## config.mk

```make
export PLATFORM = sky130hd
export DESIGN_NAME = soc_bus
export DESIGN_NICKNAME = d
export VERILOG_FILES = /design/src/rtl/soc_bus_pkg.sv /design/src/rtl/soc_addr_decode.sv /design/src/rtl/soc_bus.sv
export SDC_FILE = /design/constraint.sdc
export NUM_CORES = 1
export LEC_CHECK = 0
export ABC_AREA = 1
export BUFFER_PORTS_ARGS = -buffer_cell sky130_fd_sc_hd__buf_4
export CORE_MARGIN = 3
export CORE_UTILIZATION = 45
export DETAILED_ROUTE_END_ITERATION = 10
export HOLD_SLACK_MARGIN = 0.1
export PLACE_DENSITY_LB_ADDON = 0.2
export SYNTH_ARGS = -nofsm -noshare
export SYNTH_HDL_FRONTEND = slang
export SYNTH_SLANG_ARGS = --single-unit
```

## constraint.sdc

```tcl
create_clock -name clk -period 10.4 [get_ports clk]
set_clock_uncertainty 0.15 [all_clocks]
set_input_delay 0.52 -clock clk [delete_from_list [all_inputs] [get_ports clk]]
set_output_delay 0.52 -clock clk [all_outputs]
set_load 0.005 [all_outputs]
```

## src/rtl/soc_bus_pkg.sv

```systemverilog
// Shared definitions for the soc_bus interconnect: FSM encoding, error flag
// positions, the default error read word and the default slave map.
package soc_bus_pkg;

  typedef enum logic [1:0] {
    StIdle   = 2'd0,
    StAccess = 2'd1,
    StResp   = 2'd2
  } bus_state_e;

  localparam int unsigned ErrTimeout  = 0;
  localparam int unsigned ErrUnmapped = 1;
  localparam int unsigned ErrOverrun  = 2;

  localparam logic [31:0] ErrWordDefault = 32'hDEAD_BEEF;

  localparam int unsigned SlvRam   = 0;
  localparam int unsigned SlvLed   = 1;
  localparam int unsigned SlvUart  = 2;
  localparam int unsigned SlvTimer = 3;

endpackage

```

## src/rtl/soc_addr_decode.sv

```systemverilog
// Combinational address decoder: extracts the slave index from the select
// field and flags the address as mapped when all bits above it are zero.
module soc_addr_decode #(
  parameter int unsigned XLEN    = 32,
  parameter int unsigned NSLAVES = 4,
  parameter int unsigned SEL_LSB = 22
) (
  input  logic [XLEN-1:0]                                  addr_i,
  output logic [((NSLAVES > 1) ? $clog2(NSLAVES) : 1)-1:0] idx_o,
  output logic                                             mapped_o
);

  localparam int unsigned SelW = (NSLAVES > 1) ? $clog2(NSLAVES) : 0;
  localparam int unsigned IdxW = (NSLAVES > 1) ? $clog2(NSLAVES) : 1;

  always_comb begin
    // A single slave has no select field; its index is always zero.
    idx_o    = (NSLAVES > 1) ? IdxW'(addr_i >> SEL_LSB) : '0;
    mapped_o = ((addr_i >> (SEL_LSB + SelW)) == '0);
  end

endmodule

```

## src/rtl/soc_bus.sv

```systemverilog
// Memory-mapped interconnect: decodes the master address into a slave window,
// registers the request, waits for that slave's ready (with timeout) and
// returns data plus a one-cycle completion pulse. Errors are sticky.
module soc_bus
  import soc_bus_pkg::*;
#(
  parameter int unsigned     XLEN     = 32,
  parameter int unsigned     NSLAVES  = 4,
  parameter int unsigned     SEL_LSB  = 22,
  parameter int unsigned     TIMEOUT  = 15,
  parameter logic [XLEN-1:0] ERR_WORD = XLEN'(ErrWordDefault)
) (
  input  logic                    clk,
  input  logic                    rst,
  input  logic [XLEN-1:0]         mem_addr,
  input  logic                    mem_rstrb,
  input  logic [XLEN-1:0]         mem_wdata,
  input  logic [3:0]              mem_wmask,
  output logic [XLEN-1:0]         mem_rdata,
  output logic                    mem_ready,
  output logic                    mem_busy,
  output logic [NSLAVES-1:0]      s_sel,
  output logic [XLEN-1:0]         s_addr,
  output logic [XLEN-1:0]         s_wdata,
  output logic [3:0]              s_wmask,
  output logic                    s_rstrb,
  input  logic [NSLAVES*XLEN-1:0] s_rdata,
  input  logic [NSLAVES-1:0]      s_ready,
  input  logic                    err_clr,
  output logic [2:0]              err_status
);

  localparam int unsigned IdxW       = (NSLAVES > 1) ? $clog2(NSLAVES) : 1;
  localparam logic [7:0]  TimeoutCnt = 8'(TIMEOUT);

  logic [IdxW-1:0] dec_idx;
  logic            dec_mapped;

  soc_addr_decode #(
    .XLEN   (XLEN),
    .NSLAVES(NSLAVES),
    .SEL_LSB(SEL_LSB)
  ) u_decode (
    .addr_i  (mem_addr),
    .idx_o   (dec_idx),
    .mapped_o(dec_mapped)
  );

  bus_state_e         state_q, state_d;
  logic [NSLAVES-1:0] sel_q, sel_d;
  logic [XLEN-1:0]    addr_q, addr_d;
  logic [XLEN-1:0]    wdata_q, wdata_d;
  logic [3:0]         wmask_q, wmask_d;
  logic               rstrb_q, rstrb_d;
  logic [IdxW-1:0]    idx_q, idx_d;
  logic [7:0]         cnt_q, cnt_d;
  logic [XLEN-1:0]    rdata_q, rdata_d;
  logic [2:0]         err_q, err_d;

  logic            is_write, req;
  logic            slv_ready;
  logic [XLEN-1:0] slv_rdata;
  logic [2:0]      err_set;

  always_comb begin
    is_write  = |mem_wmask;
    req       = mem_rstrb | is_write;
    slv_ready = s_ready[idx_q];
    slv_rdata = s_rdata[32'(idx_q) * XLEN +: XLEN];
  end

  always_comb begin
    state_d = state_q;
    sel_d   = sel_q;
    addr_d  = addr_q;
    wdata_d = wdata_q;
    wmask_d = wmask_q;
    rstrb_d = rstrb_q;
    idx_d   = idx_q;
    cnt_d   = cnt_q;
    rdata_d = rdata_q;
    err_set = '0;

    unique case (state_q)
      StIdle: begin
        if (req) begin
          if (dec_mapped) begin
            sel_d          = '0;
            sel_d[dec_idx] = 1'b1;
            addr_d         = mem_addr;
            wdata_d        = mem_wdata;
            wmask_d        = mem_wmask;
            rstrb_d        = mem_rstrb & ~is_write;
            idx_d          = dec_idx;
            cnt_d          = '0;
            state_d        = StAccess;
          end else begin
            err_set[ErrUnmapped] = 1'b1;
            rdata_d              = ERR_WORD;
            state_d              = StResp;
          end
        end
      end
      StAccess: begin
        cnt_d = cnt_q + 8'd1;
        if (slv_ready) begin
          rdata_d = slv_rdata;
          sel_d   = '0;
          wmask_d = '0;
          rstrb_d = 1'b0;
          state_d = StResp;
        end else if (cnt_q + 8'd1 == TimeoutCnt) begin
          err_set[ErrTimeout] = 1'b1;
          rdata_d             = ERR_WORD;
          sel_d               = '0;
          wmask_d             = '0;
          rstrb_d             = 1'b0;
          state_d             = StResp;
        end
        if (req) err_set[ErrOverrun] = 1'b1;
      end
      StResp: begin
        state_d = StIdle;
        if (req) err_set[ErrOverrun] = 1'b1;
      end
      default: state_d = StIdle;
    endcase

    // A flag set in the same cycle as a clear survives.
    err_d = (err_clr ? 3'b000 : err_q) | err_set;
  end

  always_ff @(posedge clk or posedge rst) begin
    if (rst) begin
      state_q <= StIdle;
      sel_q   <= '0;
      addr_q  <= '0;
      wdata_q <= '0;
      wmask_q <= '0;
      rstrb_q <= 1'b0;
      idx_q   <= '0;
      cnt_q   <= '0;
      rdata_q <= '0;
      err_q   <= '0;
    end else begin
      state_q <= state_d;
      sel_q   <= sel_d;
      addr_q  <= addr_d;
      wdata_q <= wdata_d;
      wmask_q <= wmask_d;
      rstrb_q <= rstrb_d;
      idx_q   <= idx_d;
      cnt_q   <= cnt_d;
      rdata_q <= rdata_d;
      err_q   <= err_d;
    end
  end

  always_comb begin
    mem_rdata  = rdata_q;
    mem_ready  = (state_q == StResp);
    mem_busy   = (state_q != StIdle);
    s_sel      = sel_q;
    s_addr     = addr_q;
    s_wdata    = wdata_q;
    s_wmask    = wmask_q;
    s_rstrb    = rstrb_q;
    err_status = err_q;
  end

endmodule

```

Word-level counts from Yosys, hierarchy flattened

Index checks and enable logic that the tools add are counted.

$add $sub $neg: 1
Shift operators: 1
Eq/ne operators: 7
Muxes and demuxes: 39
$lt $le $gt $ge: 3
Bitwise logic cells: 4
Reduce and logical (&&, ||, !) cells: 12

Operators with widths:

| operator                                            | number |
|---|---|
| 2-to-1 mux 32 bit                                   | 4 |
| indexed part select 128 x 8 -> 32 bit               | 1 |
| one-hot mux 32 bit (2 select lines)                 | 1 |
| logical NOT 32 bit                                  | 1 |
| 2-to-1 mux 4 bit                                    | 6 |
| 2-to-1 mux 8 bit                                    | 2 |
| one-hot mux 4 bit (2 select lines)                  | 2 |
| one-hot mux 8 bit (2 select lines)                  | 1 |
| 2-to-1 mux 1 bit                                    | 14 |
| adder 8 x 1 -> 8 bit (second input constant)        | 1 |
| == test 8 x 4 -> 1 bit (second input constant)      | 1 |
| 2-to-1 mux 2 bit                                    | 4 |
| AND reduction 4 bit                                 | 2 |
| < comparator 2 x 3 -> 1 bit (second input constant) | 2 |
| inequality test 2 bit (second input constant)       | 3 |
| AND reduction 3 bit                                 | 2 |
| one-hot mux 2 bit (2 select lines)                  | 1 |
| nonzero test 2 bit                                  | 2 |
| OR reduction 4 bit                                  | 1 |
| 2-to-1 mux 3 bit                                    | 1 |
| inequality test 3 bit (second input constant)       | 1 |
| bitwise OR 3 bit                                    | 1 |
| binary-select mux 1 bit (select 2 bit)              | 1 |
| demux 1 bit (select 2 bit)                          | 1 |
| 11 further kinds                                    | 11 |

Logic and storage cells: 77
Bits of input ports: 204
Flip-flop bits (word level): 120
Output and inout bits: 110

Logic depth before layout (Yosys ltp)

Gate-level depths: netlist of the first run.

Depth after elaboration: 7
Depth in mapped cells: 12
Mapped depth without buffers: 11

Hierarchy

From an unflattened synthesis of the first run, not the netlist that was laid out.

Cell total of the unflattened synthesis: 785
Area, all modules: 6072.1 um^2

Modules (own cells, without submodules):

| module          | instances | area each (um^2) | seq. area each (um^2) | cells an instance |
|---|---|---|---|---|
| soc_bus         | 1         | 6030.8           | 3002.9                | 776 |
| soc_addr_decode | 1         | 41.3             | 0.0                   | 9 |

Least setup slack after synthesis of the first run

Ideal clock, no wire load.

Kind: reg-to-reg
Start point: register cnt_q[1]
End point: register rdata_q[21], in the netlist mem_rdata[21]
Required time: 10133 ps
Path buffers: 1
Arrival: 1570 ps
Period minus slack after synthesis: 1836 ps
Setup slack: 8564 ps
Setup time: 117 ps
Stages on the path, launching flop included: 13
Cells stage by stage: dfrtp_1 ha_1 nand2_1 inv_1 nor2_1 nand3_1 nor2_1 nand3_2 nand2_4 nand2_4 buf_6 nand2_1 nand2_1

Cells in the longest elaborated chain, start to end: 4

RTL lines:

| element                         | RTL line       | source |
|---|---|---|
| start, declared                 | soc_bus.sv:56  | `logic [7:0] cnt_q, cnt_d;` |
| start signal, assigned          | soc_bus.sv:153 | `cnt_q <= cnt_d;` |
| adder 8 x 1 -> 8 bit            | soc_bus.sv:112 | `end else if (cnt_q + 8'd1 == TimeoutCnt) begin` |
| == test 8 x 4 -> 1 bit          | soc_bus.sv:112 |  |
| inequality test 3 bit (no line) | n/a            |  |
| AND reduction 4 bit (no line)   | n/a            |  |
| end signal, assigned            | soc_bus.sv:154 | `rdata_q <= rdata_d;` |
| end, declared                   | soc_bus.sv:57  | `logic [XLEN-1:0] rdata_q, rdata_d;` |

No other way between the ends.
A chain may end at the register's enable or synchronous reset.

==> results of run 1 <==
==> metal layers <==
metal,share of wire,wire length [um],GRT usage
met5,0,0,0
met2,0.48,9676,0.4356
met3,0.11,2182,0.09324
met4,0.028,558,0.1064
met1,0.38,7552,0.3228
==> kinds of logic (layout without fill, tap and decap cells) <==
kind of cell / after synthesis / in the layout
AO/OA/AOI/OAI: 116 / 116
XOR/XNOR: 1 / 1
adder cells (fa/ha/maj): 5 / 5
buffers and inverters: 84 / 387
flip-flops: 118 / 118
AND/OR/NAND/NOR: 448 / 448
==> layout make-up <==
cell class	instances	share of cell area
clock inverter	8	0.01063
multi-input combinational	570	0.2956
tap	172	0.02406
inverter	36	0.01539
sequential	118	0.3303
clock buffer	24	0.05609
timing repair buffer	319	0.2680
==> state kept, by name (all words and copies together), names as in the netlist <==
name	count
mem_rdata	32
s_addr	32
s_wdata	32
cnt_q	8
s_sel	4
s_wmask	4
err_status	3
state_q	2
s_rstrb	1
==> layout by cell type, fill, tap and decap left out <==
| cell type | netlist | layout |
|---|---|---|
| a211oi_1 | 8 | 8 |
| a21boi_0 | 24 | 24 |
| a21oi_1 | 17 | 17 |
| buf_4 | 1 | 318 |
| bufinv_16 | 0 | 2 |
| clkbuf_1 | 26 | 2 |
| clkbuf_16 | 0 | 17 |
| clkbuf_8 | 0 | 5 |
| clkinv_2 | 0 | 4 |
| clkinvlp_4 | 0 | 2 |
| dfrtp_1 | 118 | 117 |
| dfrtp_2 | 0 | 1 |
| dlygate4sd3_1 | 0 | 1 |
| ha_1 | 5 | 5 |
| inv_1 | 33 | 31 |
| inv_2 | 3 | 4 |
| inv_4 | 0 | 1 |
| nand2_1 | 335 | 335 |
| nand2_2 | 4 | 4 |
| nand2_4 | 2 | 2 |
| nand3_1 | 52 | 52 |
| nand3_2 | 3 | 3 |
| nand4_1 | 1 | 1 |
| nor2_1 | 42 | 42 |
| nor2_2 | 5 | 4 |
| nor2_4 | 0 | 1 |
| nor3_1 | 4 | 4 |
| o21ai_0 | 39 | 39 |
| o21ai_1 | 1 | 1 |
| o21ai_2 | 1 | 1 |
| o221ai_1 | 24 | 24 |
| o22ai_1 | 2 | 2 |
| xnor2_1 | 1 | 1 |
==> per-stage QoR <==
step | area (um^2) | worst slack [ps] | total power [mW]
floorplan | 5971 | 6601 | 0.8218
global placement | 8338 | 6982 | 1.059
detailed placement | 8338 | 6899 | 1.068
CTS | 8945 | 6888 | 1.658
global route | 8945 | 6434 | 1.737
finish | 8945 | 6859 | 1.644
==> worst min-delay path: cells and delay by family <==
kind	cells	cell delay, ps
buffers and inverters	1	70
AND/OR/NAND/NOR	2	90
==> power by group through the flow <==
stage / Combinational [mW] / Clock (mW) / Sequential, mW
floorplan: 0.227 / 0 / 0.595
global placement: 0.456 / 0 / 0.603
detailed placement: 0.466 / 0 / 0.602
CTS: 0.468 / 0.593 / 0.597
global route: 0.516 / 0.615 / 0.606
finish: 0.464 / 0.583 / 0.598
==> final timing paths <==
check,endpoint,start,slack [ps],depth (start not counted)
max,mem_rdata[11],s_addr[22],6860,10
min,s_wdata[5],mem_wdata[5],160,3
max reg2reg,mem_rdata[11],s_addr[22],6860,10
min reg2reg,s_addr[26],s_addr[26],310,2
max in group asynchronous,s_addr[22],rst,8120,4
min in group asynchronous,s_wdata[1],rst,590,3
==> qor.yml, run 1 <==
hpwlAfterDp_um: 14390
power.clock.fraction: 0.355
fp.dieArea_um2: 14690
cp_num_buf_inv: 2
ys_ff_latch: 118
gr-total-overflow: 0
timing.fmax_mhz: 282.4
drtIter0Drc: 594
synth_edf_count: 0
fillers: 1102
yosysMostFrequentCell: "nand2_1"
clkTransAtPathRegs_ps: 60
synthTopCellsByArea: "dfrtp_1 (49%), nand2_1 (21%), nand3_1 (4.4%), o221ai_1 (3.5%), o21ai_0 (3.3%)"
antenna_cells: 0
p_switching_uw: 496.2
crit_type: "flop to flop"
synthDistinctLibCells: 27
die_w_um: 121.2
post_cts_buffers: 0
ant_nets: 0
syn_inst: 772
slew_headroom: 0.2729
final_core_util: 0.7003
finalNetCount: 1271
avgRoutedWirePerCell_um: 16.01
cts_root_buffer: "clkbuf_16"
max_stage_delay_ps: 1080
yosys.area_share.simple: 0.3032
port_buffers: 313
synth_compound_area_frac: 0.1268
rsz0062_at_grt: "no"
swShare: 0.3018
synth_commonest_cells: "nand2_1 (335), dfrtp_1 (118), nand3_1 (52)"
cts.sinks: 118
path_cells: "inv_2 -> nand2_1 -> nand3_1 -> nand2_1 -> nand2_1 -> inv_1 -> nand2_4 -> nand2_4 -> nand2_1 -> nand2_1"
intPower_mw: 1.148
crit_path_max_fanout: 68
worst_ep_arrival_time_ps: 3730
totalNegativeSetupSlack_ps: 0
p_seq_frac: 0.363
synth_nets: 981
syn_area_um2: 5971
outcome: "finished, final reports clean"
syn_area_per_cell_um2: 7.734
synthXorXnorAreaFrac: 0.001467
slew_violations: 0
cts_tree: "built"
start_util: 0.4674
clockBufferDepth: 2
end_kind: "flop"
grt_pass1_vias: 5995
cts_buffers: 17
finalHoldViolCount: 0
cts-resized-gates: 0
synth_warnings: 0
cp_slowest_cell: "dfrtp_2"
worst_hold_slack_ps: 157.5
area.growth.synth_to_final_pct: 49.81
grt_max_degree: 74
synth_adder_area_share: 0.01048
vias_per_cell: 5.023
fin_crit_ps: 3541
p_per_area_nw_per_um2: 183.8
synth_ff_type: "dfrtp_1"
hold_path_class: "input port to flop"
synth_top_family_by_area: "simple AND/OR/NAND/NOR gates"
min_period_over_period: 0.3405
ys_seq_area_frac: 0.4946
synth.top_cell.area_share: 0.4946
layout-drive-gt1-share: 0.3433
drv_cap: 0
yosys.area.top_type: "dfrtp_1"
place_inst: 1214
irDropWorstVdd_v: 0.0001317
p_leak_nw: 4.889
dieHeight_um: 121.2
cpLargestDelayFamily: "simple AND/OR/NAND/NOR gates"
final_cell_count_no_fill: 1247
drt_wl_total_um: 19970
vias: 6264
setup_violations: 0
antenna_found_initial: 0
clk_latency_ps: 410
multi_input_area_um2: 2644
track_usage: 0.2664
placeableCoreArea_um2: 12770
gp_congestion: 0.8270
crit_path_frequent_cell: "nand2_1"
rows: 41
hold_buffers: 1
drtPass1Iterations: 6
muxShareOfSynthArea: 0
drc: 0
regArea_um2: 2954
htreeDepth: 4
worst_pin_slew_ps: 1091
critPathLaunchType: "flop"
io_pins: 314
async_reset_ff_frac: 1.000
comb_power_share: 0.282
grt_pass1_wl_um: 30510
cp.required_ps: 10590
No activity file was read; power rests on OpenSTA's default activity.
==> run 2: changes to the inputs <==
==> constraint.sdc (replaced) <==
create_clock -name clk -period 3.5 [get_ports clk]
set_clock_uncertainty 0.15 [all_clocks]
set_input_delay 0.175 -clock clk [delete_from_list [all_inputs] [get_ports clk]]
set_output_delay 0.175 -clock clk [all_outputs]
set_load 0.005 [all_outputs]
==> run 2 against run 1 <==
  * Total power rose to 3.0 times the previous value
  * Fmax rose by 15%
  * Critical path type unchanged
  * Count of clock-buffer cells in the layout shrank 2
  * Worst setup slack lost 6400 ps
  * Global-route usage up 4.7 points
  * Largest cell class is now non-clock buffers
  * Clock power increased to 2.9 times the previous value
  * Critical endpoint is now mem_rdata[1]
  * Design area grew 12%
  * Register-to-register slack got worse by 6400 ps
  * First-iteration DRC count rose by 4.2%
  * Critical path depth is 2 lower
==> qor.yml, run 2 (synthesized netlist as in run 1, its figures left out) <==
outcome: "finished, final reports clean"
cp_slowest_cell: "dlygate4sd3_1"
fin_crit_ps: 3077
track_usage: 0.3135
clk_latency_ps: 410
max_stage_delay_ps: 610
layout-drive-gt1-share: 0.3139
dp_slack_ps: 931.6
dieHeight_um: 121.2
timing.fmax_mhz: 325.0
avgRoutedWirePerCell_um: 17.23
final_cell_mix: "nand2_1 (335), buf_4 (322), dfrtp_1 (117)"
cp-endpoint: "mem_rdata[1]"
regToRegEndpoint: "mem_rdata[1]"
start_util: 0.4674
slew_headroom: 0.2979
drtIter0Drc: 619
mostFrequentLayoutCell: "nand2_1"
irDropWorstVdd_v: 0.0004413
drv_cap: 0
fillers: 891
hold_path_class: "input port to flop"
fp.dieArea_um2: 14690
r2r_start: "state_q[1]"
crit_type: "flop to flop"
final_cell_count_no_fill: 1355
worstRegToRegCells: 8
antenna_found_initial: 1
path_depth: 8
finalNetCount: 1379
r2r_setup_slack_ps: 420
finalHoldViolCount: 0
min_period_over_period: 0.8790
clockBufferDepth: 2
grt_pass1_wl_um: 35900
drtPass1Iterations: 6
port_buffers: 313
cts.sinks: 118
power.total_mw: 4.986
slew_violations: 0
grt_max_degree: 63
ant_nets: 0
gr-total-overflow: 0
hpwlAfterDp_um: 14900
worst_ep_arrival_time_ps: 3220
cts_buffers: 17
fin_ws_ps: 423.5
setup_violations: 0
final_core_util: 0.7820
htreeDepth: 4
grt_pass1_vias: 7030
cts_root_buffer: "clkbuf_16"
p_per_area_nw_per_um2: 499.2
path_cells: "inv_1 -> ha_1 -> nand3_2 -> inv_2 -> o221ai_1 -> dlygate4sd3_1 -> nand3_1 -> nand2_1"
end_kind: "flop"
cts_tree: "built"
vias_per_cell: 5.173
rsz0062_at_grt: "no"
totalNegativeSetupSlack_ps: 0
io_pins: 314
cp.required_ps: 3650
vias: 7010
rows: 41
die_w_um: 121.2
crit_path_max_fanout: 24
p_leak_nw: 5.316
critPathLaunchType: "flop"
gp_congestion: 0.8847
cp-startpoint: "state_q[1]"
place_inst: 1218
worst_pin_slew_ps: 1052
area.growth.synth_to_final_pct: 67.29
drc: 0
clkTransAtPathRegs_ps: 50
cp_num_buf_inv: 3
placeableCoreArea_um2: 12770
drt_wl_total_um: 23350
cpLargestDelayFamily: "buffers and inverters"
[run 2: changes by cell type in the layout (fill, tap and decap cells not counted), sizes merged]
cell         delta
dlygate4sd3   +104
buf             +4
diode           +1
clkbuf          -2
clkinvlp        +1
[run 2: worst min-delay path by stage]
stage,slack (ps),depth (start not counted),startpoint,endpoint
2_1_floorplan,120,1,err_clr,err_status[1]
3_3_place_gp,220,2,rst,s_wdata[1]
3_5_place_dp,230,2,rst,s_wdata[1]
4_1_cts,100,5,s_rdata[48],mem_rdata[16]
5_1_grt,120,5,s_rdata[48],mem_rdata[16]
6_report,110,5,s_rdata[32],mem_rdata[0]
[run 2: worst min-delay path: stages]
cell      delay (ps)
buf_4             80
a21boi_0          60
o221ai_1         170
nand3_1           80
nand2_1           60
[run 2: layout make-up]
type / count / area (um^2) / area share
clock inverters: 9 / 102.6 / 0.01027
multi-input cells: 570 / 2644 / 0.2647
diodes: 1 / 2.502 / 0.0002505
well taps: 172 / 215.2 / 0.02155
flip-flops and latches: 118 / 2954 / 0.2958
inverters: 36 / 137.6 / 0.01378
repair buffers: 427 / 3468 / 0.3472
clock buffers: 22 / 464.2 / 0.04647
[run 2: layer usage]
layer / vias to the layer above / wire [um] / track usage
met5: - / 0 / 0
met1: 3309 / 8695 / 0.3563
met4: 0 / 855 / 0.1464
met3: 64 / 1842 / 0.07832
met2: 341 / 11950 / 0.5526
li1: 3296 / - / -
[run 2: repair_timing]
action / 4_1_cts / 5_1_grt
endpoints found under the hold margin: 152 / 0
resized for setup: 0 / 0
hold buffers: 105 / 0
buffers inserted: 0 / 0
[run 2: stage by stage]
step                cell area [um^2]  hold slack (ps)
CTS                             9986            100.1
floorplan                       5971            123.9
finish                          9988            109.3
detailed placement              8368            225.1
global route                    9988            122.7
global placement                8368            217.4
[run 2: where the power goes]
group	internal, mW	total (mW)	switching (mW)
registers	1.61	1.78	0.173
logic	0.753	1.53	0.773
clock network	1.07	1.68	0.608
total	3.43	4.99	1.55
==> run 3: changes to the inputs <==
--- a/config.mk
+++ b/config.mk
@@ -6,10 +6,10 @@
 export NUM_CORES = 1
 export LEC_CHECK = 0
 export ABC_AREA = 1
-export BUFFER_PORTS_ARGS = -buffer_cell sky130_fd_sc_hd__buf_4
 export CORE_MARGIN = 3
 export CORE_UTILIZATION = 45
 export DETAILED_ROUTE_END_ITERATION = 10
+export DONT_BUFFER_PORTS = 1
 export HOLD_SLACK_MARGIN = 0.1
 export PLACE_DENSITY_LB_ADDON = 0.2
 export SYNTH_ARGS = -nofsm -noshare
==> run 3 against run 2 <==
  * Die area is the same
  * Via count shrank 18%
  * Wire length shrank 15%
  * Total power shrank 8.2%
  * Critical path type unchanged
  * Sequential cell count is the same
  * Sequential power grew 4%
  * Sequential share of layout area grew 7.6 points
  * Global-route usage shrank 4.8 points
  * Cell count shrank 21%
  * Largest power group unchanged
  * Combinational power shrank 41%
==> qor.yml, run 3 (synthesized netlist as in run 1, its figures left out) <==
worst_hold_slack_ps: 117.7
slew_headroom: 0.2495
cp_slowest_cell: "dlygate4sd3_1"
clk_latency_ps: 420
mostFrequentLayoutCell: "nand2_1"
placeableCoreArea_um2: 12770
final_cell_count_no_fill: 1064
fin_crit_ps: 3116
htreeDepth: 4
max_stage_delay_ps: 590
fillers: 1120
dp_slack_ps: 896.4
drv_cap: 0
io_pins: 314
path_cells: "inv_2 -> nand2_1 -> nand3_1 -> dlygate4sd3_1 -> nand2_1 -> nand2_1 -> inv_1 -> nand2_4 -> nand2_4 -> nand2_1 -> nand2_1"
power.total_mw: 4.577
finalNetCount: 1091
fin_area_um2: 7940
final_cell_mix: "nand2_1 (335), dlygate4sd3_1 (131), dfrtp_1 (117)"
finalHoldViolCount: 0
outcome: "finished, final reports clean"
avgRoutedWirePerCell_um: 18.56
clockBufferDepth: 2
hold_path_class: "input port to flop"
worst_pin_slew_ps: 1122
clkTransAtPathRegs_ps: 50
drc: 0
placed_area_um2: 6011
p_leak_nw: 3.868
final_core_util: 0.6216
multi_input_area_um2: 2644
totalNegativeSetupSlack_ps: 0
irDropWorstVdd_v: 0.0004084
grt_max_degree: 74
antenna_found_initial: 0
die_w_um: 121.2
end_kind: "flop"
cts_root_buffer: "clkbuf_16"
gp_congestion: 0.8585
antenna_cells: 0
rsz0062_at_grt: "no"
grt_pass1_wl_um: 29970
place_inst: 904
min_period_over_period: 0.8903
track_usage: 0.2660
area.growth.synth_to_final_pct: 32.98
cts.sinks: 118
p_per_area_nw_per_um2: 576.5
drt_wl_total_um: 19750
layout-drive-gt1-share: 0.06502
worst_ep_arrival_time_ps: 3260
vias: 5757
drtPass1Iterations: 5
timing.fmax_mhz: 320.9
gr-total-overflow: 0
port_buffers: 0
vias_per_cell: 5.411
fin_ws_ps: 384.0
slew_violations: 0
fp.dieArea_um2: 14690
drtIter0Drc: 348
crit_path_max_fanout: 46
setup_violations: 0
cts_tree: "built"
crit_type: "flop to flop"
cts_buffers: 17
regArea_um2: 2954
rows: 41
critPathLaunchType: "flop"
grt_pass1_vias: 5802
start_util: 0.4674
r2r_setup_slack_ps: 380
dieHeight_um: 121.2
hpwlAfterDp_um: 13450
crit_path_frequent_cell: "nand2_1"
ant_nets: 0
cp.required_ps: 3650
-- run 3: worst paths after layout --
path                              from  depth (start not counted)       endpoint
setup / recovery            s_addr[22]                         11   mem_rdata[2]
min in group asynchronous          rst                          2    s_wdata[12]
setup reg to reg            s_addr[22]                         11   mem_rdata[2]
hold reg to reg             s_addr[31]                          2     s_addr[31]
max in group asynchronous          rst                          3     s_addr[22]
hold / removal             s_rdata[59]                          4  mem_rdata[27]
-- run 3: report_power, final --
group	switching, mW	internal [mW]
clock network	0.593	1.23
registers	0.244	1.61
logic	0.569	0.335
total	1.41	3.17
-- run 3: worst max-delay path, delay by kind of cell, from the launching register on --
kind | cells | cell delay, ps
AND/OR/NAND/NOR | 8 | 1330
flip-flops | 1 | 540
buffers and inverters | 3 | 930
-- run 3: metal layers --
layer | global-route usage | vias up | wire length (um)
met5 | 0 | - | 0
met4 | 0.1141 | 0 | 614
met3 | 0.1179 | 46 | 1982
met2 | 0.4495 | 280 | 9900
met1 | 0.2898 | 2716 | 7253
li1 | - | 2715 | -
-- run 3: final cells by class --
type	instances	area share
flip-flops and latches	118	0.3720
multi-input cells	570	0.3330
repair buffers	139	0.1727
clock buffers	20	0.05878
well taps	172	0.02710
clock inverters	9	0.01907
inverters	36	0.01733
-- run 3: timing repair --
| item | in CTS | in global routing |
|---|---|---|
| endpoints found under the hold margin | 174 | 0 |
| resized for setup | 0 | 0 |
| hold buffers | 131 | 0 |
| buffers inserted | 0 | 0 |
